### config.mk
export PLATFORM = sky130hd
export DESIGN_NAME = seg_adder_pipe
export DESIGN_NICKNAME = d
export VERILOG_FILES = /design/src/rtl/seg_adder_pipe.sv
export SDC_FILE = /design/constraint.sdc
export NUM_CORES = 2
export LEC_CHECK = 0
export CORE_UTILIZATION = 63
export DETAILED_ROUTE_END_ITERATION = 12
export PLACE_DENSITY = 0.85
export SETUP_SLACK_MARGIN = 0.4
export SKIP_LAST_GASP = 1
export SLEW_MARGIN = 20
export SYNTH_ARGS = -nofsm -noshare
export SYNTH_HDL_FRONTEND = slang
export SYNTH_SLANG_ARGS = --single-unit
### constraint.sdc
create_clock -name clk_i -period 181.5 [get_ports clk_i]
set_input_delay 45.375 -clock clk_i [delete_from_list [all_inputs] [get_ports clk_i]]
set_output_delay 45.375 -clock clk_i [all_outputs]
set_load 0.03 [all_outputs]
### src/rtl/seg_adder_pipe.sv
//==============================================================================
// Module      : seg_adder_pipe
// Description : Segmented, carry-staggered wide adder/subtractor. Two
//               LANES*LANE_W-bit operands are split into independent segments
//               of 2^k lanes (k chosen per beat). Stage 0 forms per-lane sums;
//               stage s then resolves the carry into lane s. Full valid/ready
//               backpressure; latency LANES cycles, one beat per cycle.
// Ports       : clk_i, rst_n_i (sync, active-low)
//               valid_i/ready_o  - input handshake
//               a_i, b_i, sub_i, seg_log2_i - operands and per-beat mode
//               valid_o/ready_i  - output handshake
//               sum_o            - segmented result
//               cout_o           - per-segment carry-out (ADDER_COUT_EN only)
// Options     : `define ADDER_COUT_EN to expose cout_o.
// Revision    : 1.0 - initial release
//==============================================================================
`default_nettype none

module seg_adder_pipe #(
    parameter int LANES  = 8,
    parameter int LANE_W = 32,
    parameter int SEG_W  = $clog2(LANES) + 1
) (
    input  logic                      clk_i,
    input  logic                      rst_n_i,
    input  logic                      valid_i,
    output logic                      ready_o,
    input  logic [LANES*LANE_W-1:0]   a_i,
    input  logic [LANES*LANE_W-1:0]   b_i,
    input  logic                      sub_i,
    input  logic [SEG_W-1:0]          seg_log2_i,
    output logic                      valid_o,
    input  logic                      ready_i,
    output logic [LANES*LANE_W-1:0]   sum_o
`ifdef ADDER_COUT_EN
    ,
    output logic [LANES-1:0]          cout_o
`endif
);

    localparam int LG = $clog2(LANES);

    // Lane j starts a segment of 2^k lanes when its low k index bits are zero.
    function automatic logic lane_is_base(input logic [SEG_W-1:0] k, input int j);
        int m;
        m = (1 << k) - 1;
        return (j & m) == 0;
    endfunction

    // Pipeline state, one entry per stage
    logic [LANES*LANE_W-1:0] r_val [LANES];
    logic [LANES-1:0]        r_cy  [LANES];
    logic [SEG_W-1:0]        r_k   [LANES];
    logic [LANES-1:0]        r_vld;

    // Next-state values for each stage
    logic [LANES*LANE_W-1:0] w_val [LANES];
    logic [LANES-1:0]        w_cy  [LANES];
    logic [SEG_W-1:0]        w_k_in;
    logic [LANE_W-1:0]       w_bp;
    logic                    w_cin;
    logic [LANE_W:0]         w_t;
    logic                    w_adv;

    // Oversized segment requests collapse to one full-width segment
    assign w_k_in  = (seg_log2_i > SEG_W'(LG)) ? SEG_W'(LG) : seg_log2_i;

    assign valid_o = r_vld[LANES-1];
    assign ready_o = ready_i | ~valid_o;
    assign w_adv   = ready_o;
    assign sum_o   = r_val[LANES-1];

    always_comb begin
        w_bp  = '0;
        w_cin = 1'b0;
        w_t   = '0;
        for (int s = 0; s < LANES; s++) begin
            w_val[s] = '0;
            w_cy[s]  = '0;
        end

        // Stage 0: independent per-lane add; subtraction injects the +1 of
        // the two's complement only at each segment base.
        for (int j = 0; j < LANES; j++) begin
            w_bp  = sub_i ? ~b_i[j*LANE_W +: LANE_W] : b_i[j*LANE_W +: LANE_W];
            w_cin = sub_i & lane_is_base(w_k_in, j);
            w_t   = {1'b0, a_i[j*LANE_W +: LANE_W]} + {1'b0, w_bp}
                  + {{LANE_W{1'b0}}, w_cin};
            w_val[0][j*LANE_W +: LANE_W] = w_t[LANE_W-1:0];
            w_cy[0][j]                   = w_t[LANE_W];
        end

        // Stage s: lane s-1 is final, so fold its carry into lane s unless
        // lane s opens a new segment (carry must not cross segments).
        for (int s = 1; s < LANES; s++) begin
            w_val[s] = r_val[s-1];
            w_cy[s]  = r_cy[s-1];
            if (!lane_is_base(r_k[s-1], s)) begin
                w_t = {1'b0, r_val[s-1][s*LANE_W +: LANE_W]}
                    + {{LANE_W{1'b0}}, r_cy[s-1][s-1]};
                w_val[s][s*LANE_W +: LANE_W] = w_t[LANE_W-1:0];
                w_cy[s][s]                   = r_cy[s-1][s] | w_t[LANE_W];
            end
        end
    end

    always_ff @(posedge clk_i) begin
        if (!rst_n_i) begin
            r_vld <= '0;
            for (int s = 0; s < LANES; s++) begin
                r_val[s] <= '0;
                r_cy[s]  <= '0;
                r_k[s]   <= '0;
            end
        end else if (w_adv) begin
            r_vld    <= {r_vld[LANES-2:0], valid_i};
            r_k[0]   <= w_k_in;
            r_val[0] <= w_val[0];
            r_cy[0]  <= w_cy[0];
            for (int s = 1; s < LANES; s++) begin
                r_k[s]   <= r_k[s-1];
                r_val[s] <= w_val[s];
                r_cy[s]  <= w_cy[s];
            end
        end
    end

`ifdef ADDER_COUT_EN
    // Only the top lane of each segment reports its carry
    always_comb begin
        cout_o = '0;
        for (int j = 0; j < LANES; j++) begin
            if (lane_is_base(r_k[LANES-1], j + 1)) begin
                cout_o[j] = r_cy[LANES-1][j];
            end
        end
    end
`endif

endmodule

`default_nettype wire

Yosys cells after proc, flatten, opt, wreduce, memory -nomap -nowiden
Memory sizes are Yosys's and may differ from the RTL's.
Index checks and enable logic that the tools add are counted.
{"block": "totals", "ff_bits": 8, "ram_bits": 2144, "in_bits": 521, "output_inout_bits": 258, "memories": 3}
{"block": "classes", "n_addsub": 31, "order_cmp": 1, "shift": 8, "muxes": 51, "bitwise": 48, "reduce_logical": 14}
{"name": "r_val", "depth": 8, "width": 256, "read_ports": 8, "rd_ports_with_merged_regs": 0, "write_ports": 8, "line_no": "51", "text": "logic [LANES*LANE_W-1:0] r_val [LANES];"}
{"name": "r_cy", "depth": 8, "width": 8, "read_ports": 7, "rd_ports_with_merged_regs": 0, "write_ports": 8, "line_no": "52", "text": "logic [LANES-1:0] r_cy [LANES];"}
{"name": "r_k", "depth": 8, "width": 4, "read_ports": 7, "rd_ports_with_merged_regs": 0, "write_ports": 8, "line_no": "53", "text": "logic [SEG_W-1:0] r_k [LANES];"}
{"op": "$mux 256", "n": 8}
{"op": "$mux 32", "n": 15}
{"op": "$logic_not 32->1", "n": 14}
{"op": "$add 32x32->33", "n": 8}
{"op": "$add 33x1->33", "n": 8}
{"op": "$not 32->32", "n": 8}
{"op": "$add 32x1->33", "n": 7}
{"op": "$mux 8", "n": 8}
{"op": "$mux 4", "n": 9}
{"op": "$or 1x1->1", "n": 32}
{"op": "$shl 1x4->3 const A", "n": 5}
{"op": "$sub 3x2->3 const B", "n": 5}
{"op": "$mux 1", "n": 11}
{"op": "$shl 1x4->2 const A", "n": 2}
{"op": "$and 1x1->1", "n": 7}
{"op": "$gt 4x2->1 const B", "n": 1}
{"op": "$shl 1x4->1 const A", "n": 1}
{"op": "$sub 2x2->2 const B", "n": 2}
{"op": "$not 1->1", "n": 1}
{"op": "$sub 1x1->1 const B", "n": 1}

Longest topological paths before layout
{"block": "depth", "word_depth": 8, "mapped_depth": 16, "mapped_depth_nobuf": 16}

Least setup slack after synthesis
OpenSTA, ideal clock, no wires.
{"block": "synth_timing", "path_type": "input port to flip-flop", "start": "in rst_n_i", "end": "mem r_cy[0][0] (enable)", "t_arrival_ns": 79.899, "required_ns": 167.356, "path_slack_ns": 87.457, "stages": 4, "path_buffers": 3, "cell_sequence": "clkbuf_1 -> clkbuf_1 -> clkbuf_1 -> nand2_1"}
{"element": "start: declaration", "line_no": "25", "text": "input logic rst_n_i,"}
{"element": "end: declaration", "line_no": "52"}

Final worst setup path
{"block": "layout_timing", "start": "in ready_i", "end": "out ready_o"}
{"block": "layout_between", "elab_chain_len": 1}
{"element": "start: declaration", "line_no": "33", "text": "input logic ready_i,"}
{"element": "$or 1x1->1", "line_no": "69", "text": "assign ready_o = ready_i | ~valid_o;"}
{"element": "end: declaration", "line_no": "27", "text": "output logic ready_o,"}
Every way passes these cells.

==> run_summary.xml <==
<?xml version="1.0" encoding="UTF-8"?>
<metrics>
  <group name="drt">
    <metric name="finalWirelength" unit="um">207000</metric>
    <metric name="first_iter_violations" unit="">5767</metric>
    <metric name="number_of_detailed_routing_iterations_run_before_antenna_repair" unit="">7</metric>
    <metric name="remaining_drc_errors" unit="">0</metric>
    <metric name="vias" unit="">58400</metric>
    <metric name="vias_per_cell" unit="">5.80</metric>
    <metric name="antenna_violating_nets_post_route" unit="">0</metric>
    <metric name="drt-wirelength-per-cell" unit="um">20.5</metric>
  </group>
  <group name="logic_synthesis">
    <metric name="syn_inst_count" unit="">7504</metric>
    <metric name="yosysWarningCount" unit="">0</metric>
    <metric name="synth_cell_types" unit="">85</metric>
    <metric name="mappedNetlistArea" unit="um^2">97800</metric>
    <metric name="most_frequently_used_flop_master_after_synthesis" unit="">edfxtp_1</metric>
    <metric name="ys_seq_area_frac" unit="">0.647</metric>
    <metric name="synth_enable_flop_cells" unit="">2104</metric>
    <metric name="post_synth.cell_area_avg" unit="um^2">13.0</metric>
    <metric name="synthArstFlopShare" unit="">0</metric>
    <metric name="synth_seq_cells" unit="">2112</metric>
  </group>
  <group name="timing">
    <metric name="rsz0062_at_grt" unit="">false</metric>
    <metric name="tightest_slew" unit="ns">1.18</metric>
    <metric name="min_period" unit="ns">93.15</metric>
    <metric name="timing.final.max_slew_violations" unit="">0</metric>
    <metric name="max-slew-margin-rel" unit="">0.212</metric>
    <metric name="timing.final.setup_violations" unit="">0</metric>
    <metric name="max_clock_freq" unit="MHz">10.7</metric>
    <metric name="totalNegativeSetupSlack" unit="ns">0</metric>
    <metric name="hold_viol" unit="">0</metric>
    <metric name="maximum_clock_skew_at_final_layout" unit="ns">0.0305</metric>
    <metric name="finalCritPeriodShare" unit="">0.513</metric>
  </group>
  <group name="final_layout">
    <metric name="final_nets" unit="">8640</metric>
    <metric name="post_route_cells_drive_above_1_share" unit="">0.0478</metric>
    <metric name="mostFrequentLayoutCells" unit="">edfxtp_1 (2,104), and3_1 (1,248), clkdlybuf4s50_1 (776), and2_1 (522), nor2_1 (482)</metric>
    <metric name="layout-area-overhead-vs-synth" unit="%">14.2</metric>
    <metric name="nFillCells" unit="">9695</metric>
    <metric name="finish.utilization" unit="">0.725</metric>
    <metric name="mostFrequentLayoutCell" unit="">edfxtp_1</metric>
  </group>
  <group name="clocking">
    <metric name="htreeDepth" unit="">4</metric>
    <metric name="hold_buffers" unit="">0</metric>
    <metric name="cts_clock_pin_slew_for_the_worst_setup_and_hold_paths" unit="ns">0.06</metric>
    <metric name="cts_setup_buffers" unit="">0</metric>
    <metric name="cts_buffers" unit="">197</metric>
    <metric name="tritoncts" unit="">built</metric>
    <metric name="cts-resized-gates" unit="">0</metric>
    <metric name="bufs_on_longest_clock_path" unit="">3</metric>
    <metric name="cts_root_buf" unit="">clkbuf_16</metric>
    <metric name="cts.sinks" unit="">2112</metric>
    <metric name="clk-insertion-delay-late" unit="ns">0.83</metric>
  </group>
  <group name="worst_setup_path">
    <metric name="highest_fanout_seen_on_the_critical_path" unit="">166</metric>
    <metric name="worstSetupEndpointType" unit="">primary output</metric>
    <metric name="worst_ep_arrival_time" unit="ns">47.78</metric>
    <metric name="worst_path_required" unit="ns">136.12</metric>
    <metric name="timing_worst_setup_path_type" unit="">in2out</metric>
    <metric name="critical_path.startpoint_type" unit="">primary input</metric>
  </group>
  <group name="run">
    <metric name="maxCapViolations" unit="">0</metric>
  </group>
  <group name="die">
    <metric name="start_util" unit="">0.635</metric>
    <metric name="io_pins" unit="">779</metric>
    <metric name="vertical_die_dimension" unit="um">396</metric>
    <metric name="floorplan.die.width" unit="um">396</metric>
    <metric name="rows" unit="">144</metric>
    <metric name="design.core.area" unit="um^2">154000</metric>
    <metric name="floorplan.die_area" unit="um^2">157000</metric>
  </group>
  <group name="power_and_ir_drop">
    <metric name="pwr_density_cell" unit="nW/um^2">9.83</metric>
    <metric name="power" unit="mW">1.10</metric>
    <metric name="power.static_leakage" unit="nW">49.5</metric>
    <metric name="vdd_ir_drop_max" unit="uV">8.37</metric>
  </group>
  <group name="placed_design">
    <metric name="gp_congestion" unit="">0.969</metric>
    <metric name="placement.io_buffers" unit="">778</metric>
    <metric name="detailedPlacementHpwl" unit="um">140000</metric>
  </group>
  <group name="grt">
    <metric name="grt_antenna_before_repair" unit="">16</metric>
    <metric name="first_global_vias" unit="">55500</metric>
    <metric name="grt_pass1_wl" unit="um">312000</metric>
    <metric name="globalRoute.totalOverflow" unit="">0</metric>
    <metric name="maximum_number_of_pins_on_one_net_before_global_route_repair" unit="">357</metric>
    <metric name="globalRouteTotalUtil" unit="">0.257</metric>
  </group>
  <group name="status">
    <metric name="status" unit="">finished, final reports clean</metric>
  </group>
  <group name="worst_hold_path">
    <metric name="min-delay-path-class" unit="">reg2reg</metric>
  </group>
</metrics>
routing by layer:
| metal | up-vias | global-route usage | wire length, um |
|---|---|---|---|
| li1 | 27900 | - | - |
| met1 | 28100 | 0.354 | 87200 |
| met2 | 2021 | 0.405 | 96800 |
| met3 | 345 | 0.0503 | 15200 |
| met4 | 10 | 0.0997 | 7390 |
| met5 | - | 0 | 53 |
critical path, cell delays in order:
cell	delay, ns
clkdlybuf4s50_1	0.43
nor2b_1	0.80
inv_8	0.44
clkdlybuf4s50_1	0.73
cell type report:
type | count | area [um^2] | share of cell area
antenna | 7 | 17.5 | 0.000157
clock buffer | 241 | 5190 | 0.0465
clock inverter | 123 | 1250 | 0.0112
inverter | 57 | 221 | 0.00198
multi-input combinational | 4642 | 30700 | 0.275
sequential | 2112 | 63300 | 0.567
tap | 2044 | 2560 | 0.0229
timing repair buffer | 833 | 8380 | 0.0750
power by group:
part           leakage (nW)  internal, mW  switching [mW]
clock                  3.12         0.233           0.175
combinational          20.7        0.0533          0.0668
sequential             25.6         0.562         0.00859
total                  49.5         0.848           0.251
cell usage after synthesis, drive strengths merged (151+ instances only):
library cell / instances / area, um^2
clkbuf: 407 / 1530
ha: 264 / 3300
xor2: 450 / 3940
nand2: 276 / 1040
o21ai: 151 / 756
xnor2: 182 / 1590
and2: 523 / 3270
a21oi: 218 / 1090
edfxtp: 2104 / 63200
nor2: 482 / 1810
buf: 287 / 2040
and3: 1248 / 7810
state kept, by name, indices dropped and copies added (netlist names):
signal / flops
r_val: 2048
r_cy: 28
r_k: 28
r_vld: 8
cell families after synthesis:
group / Yosys count / share of synthesized area
multiplexers: 24 / 0.00247
other: 1 / 0.0000383
buffers and inverters: 751 / 0.0387
AO/OA/AOI/OAI: 767 / 0.0512
adder cells (fa/ha/maj): 276 / 0.0362
flip-flops: 2112 / 0.647
XOR/XNOR: 632 / 0.0566
AND/OR/NAND/NOR: 2941 / 0.167
path summary, 6_finish.rpt:
kind	endpoint	slack (ns)	start	cells after the start
worst max-delay path	ready_o	88.35	ready_i	4
worst min-delay path	r_vld[4]$_SDFFE_PN0P_	0.47	r_vld[4]$_SDFFE_PN0P_	2
worst max register to register	r_val[0][138]$_SDFFCE_PN0P_	175.40	r_vld[7]$_SDFFE_PN0P_	7
worst min register to register	r_vld[4]$_SDFFE_PN0P_	0.47	r_vld[4]$_SDFFE_PN0P_	2
per-stage QoR:
step / instances / worst slack, ns / cell area, um^2 / hold WS [ns]
finish: 10100 / 88.35 / 112000 / 0.468
global route: 10100 / 88.19 / 112000 / 0.489
CTS: 10000 / 88.30 / 112000 / 0.472
detailed placement: 9684 / 88.29 / 105000 / 0.462
global placement: 9684 / 88.35 / 105000 / 0.453
floorplan: 7505 / 87.46 / 97900 / 0.441
Power figures use the tool's default switching activity.
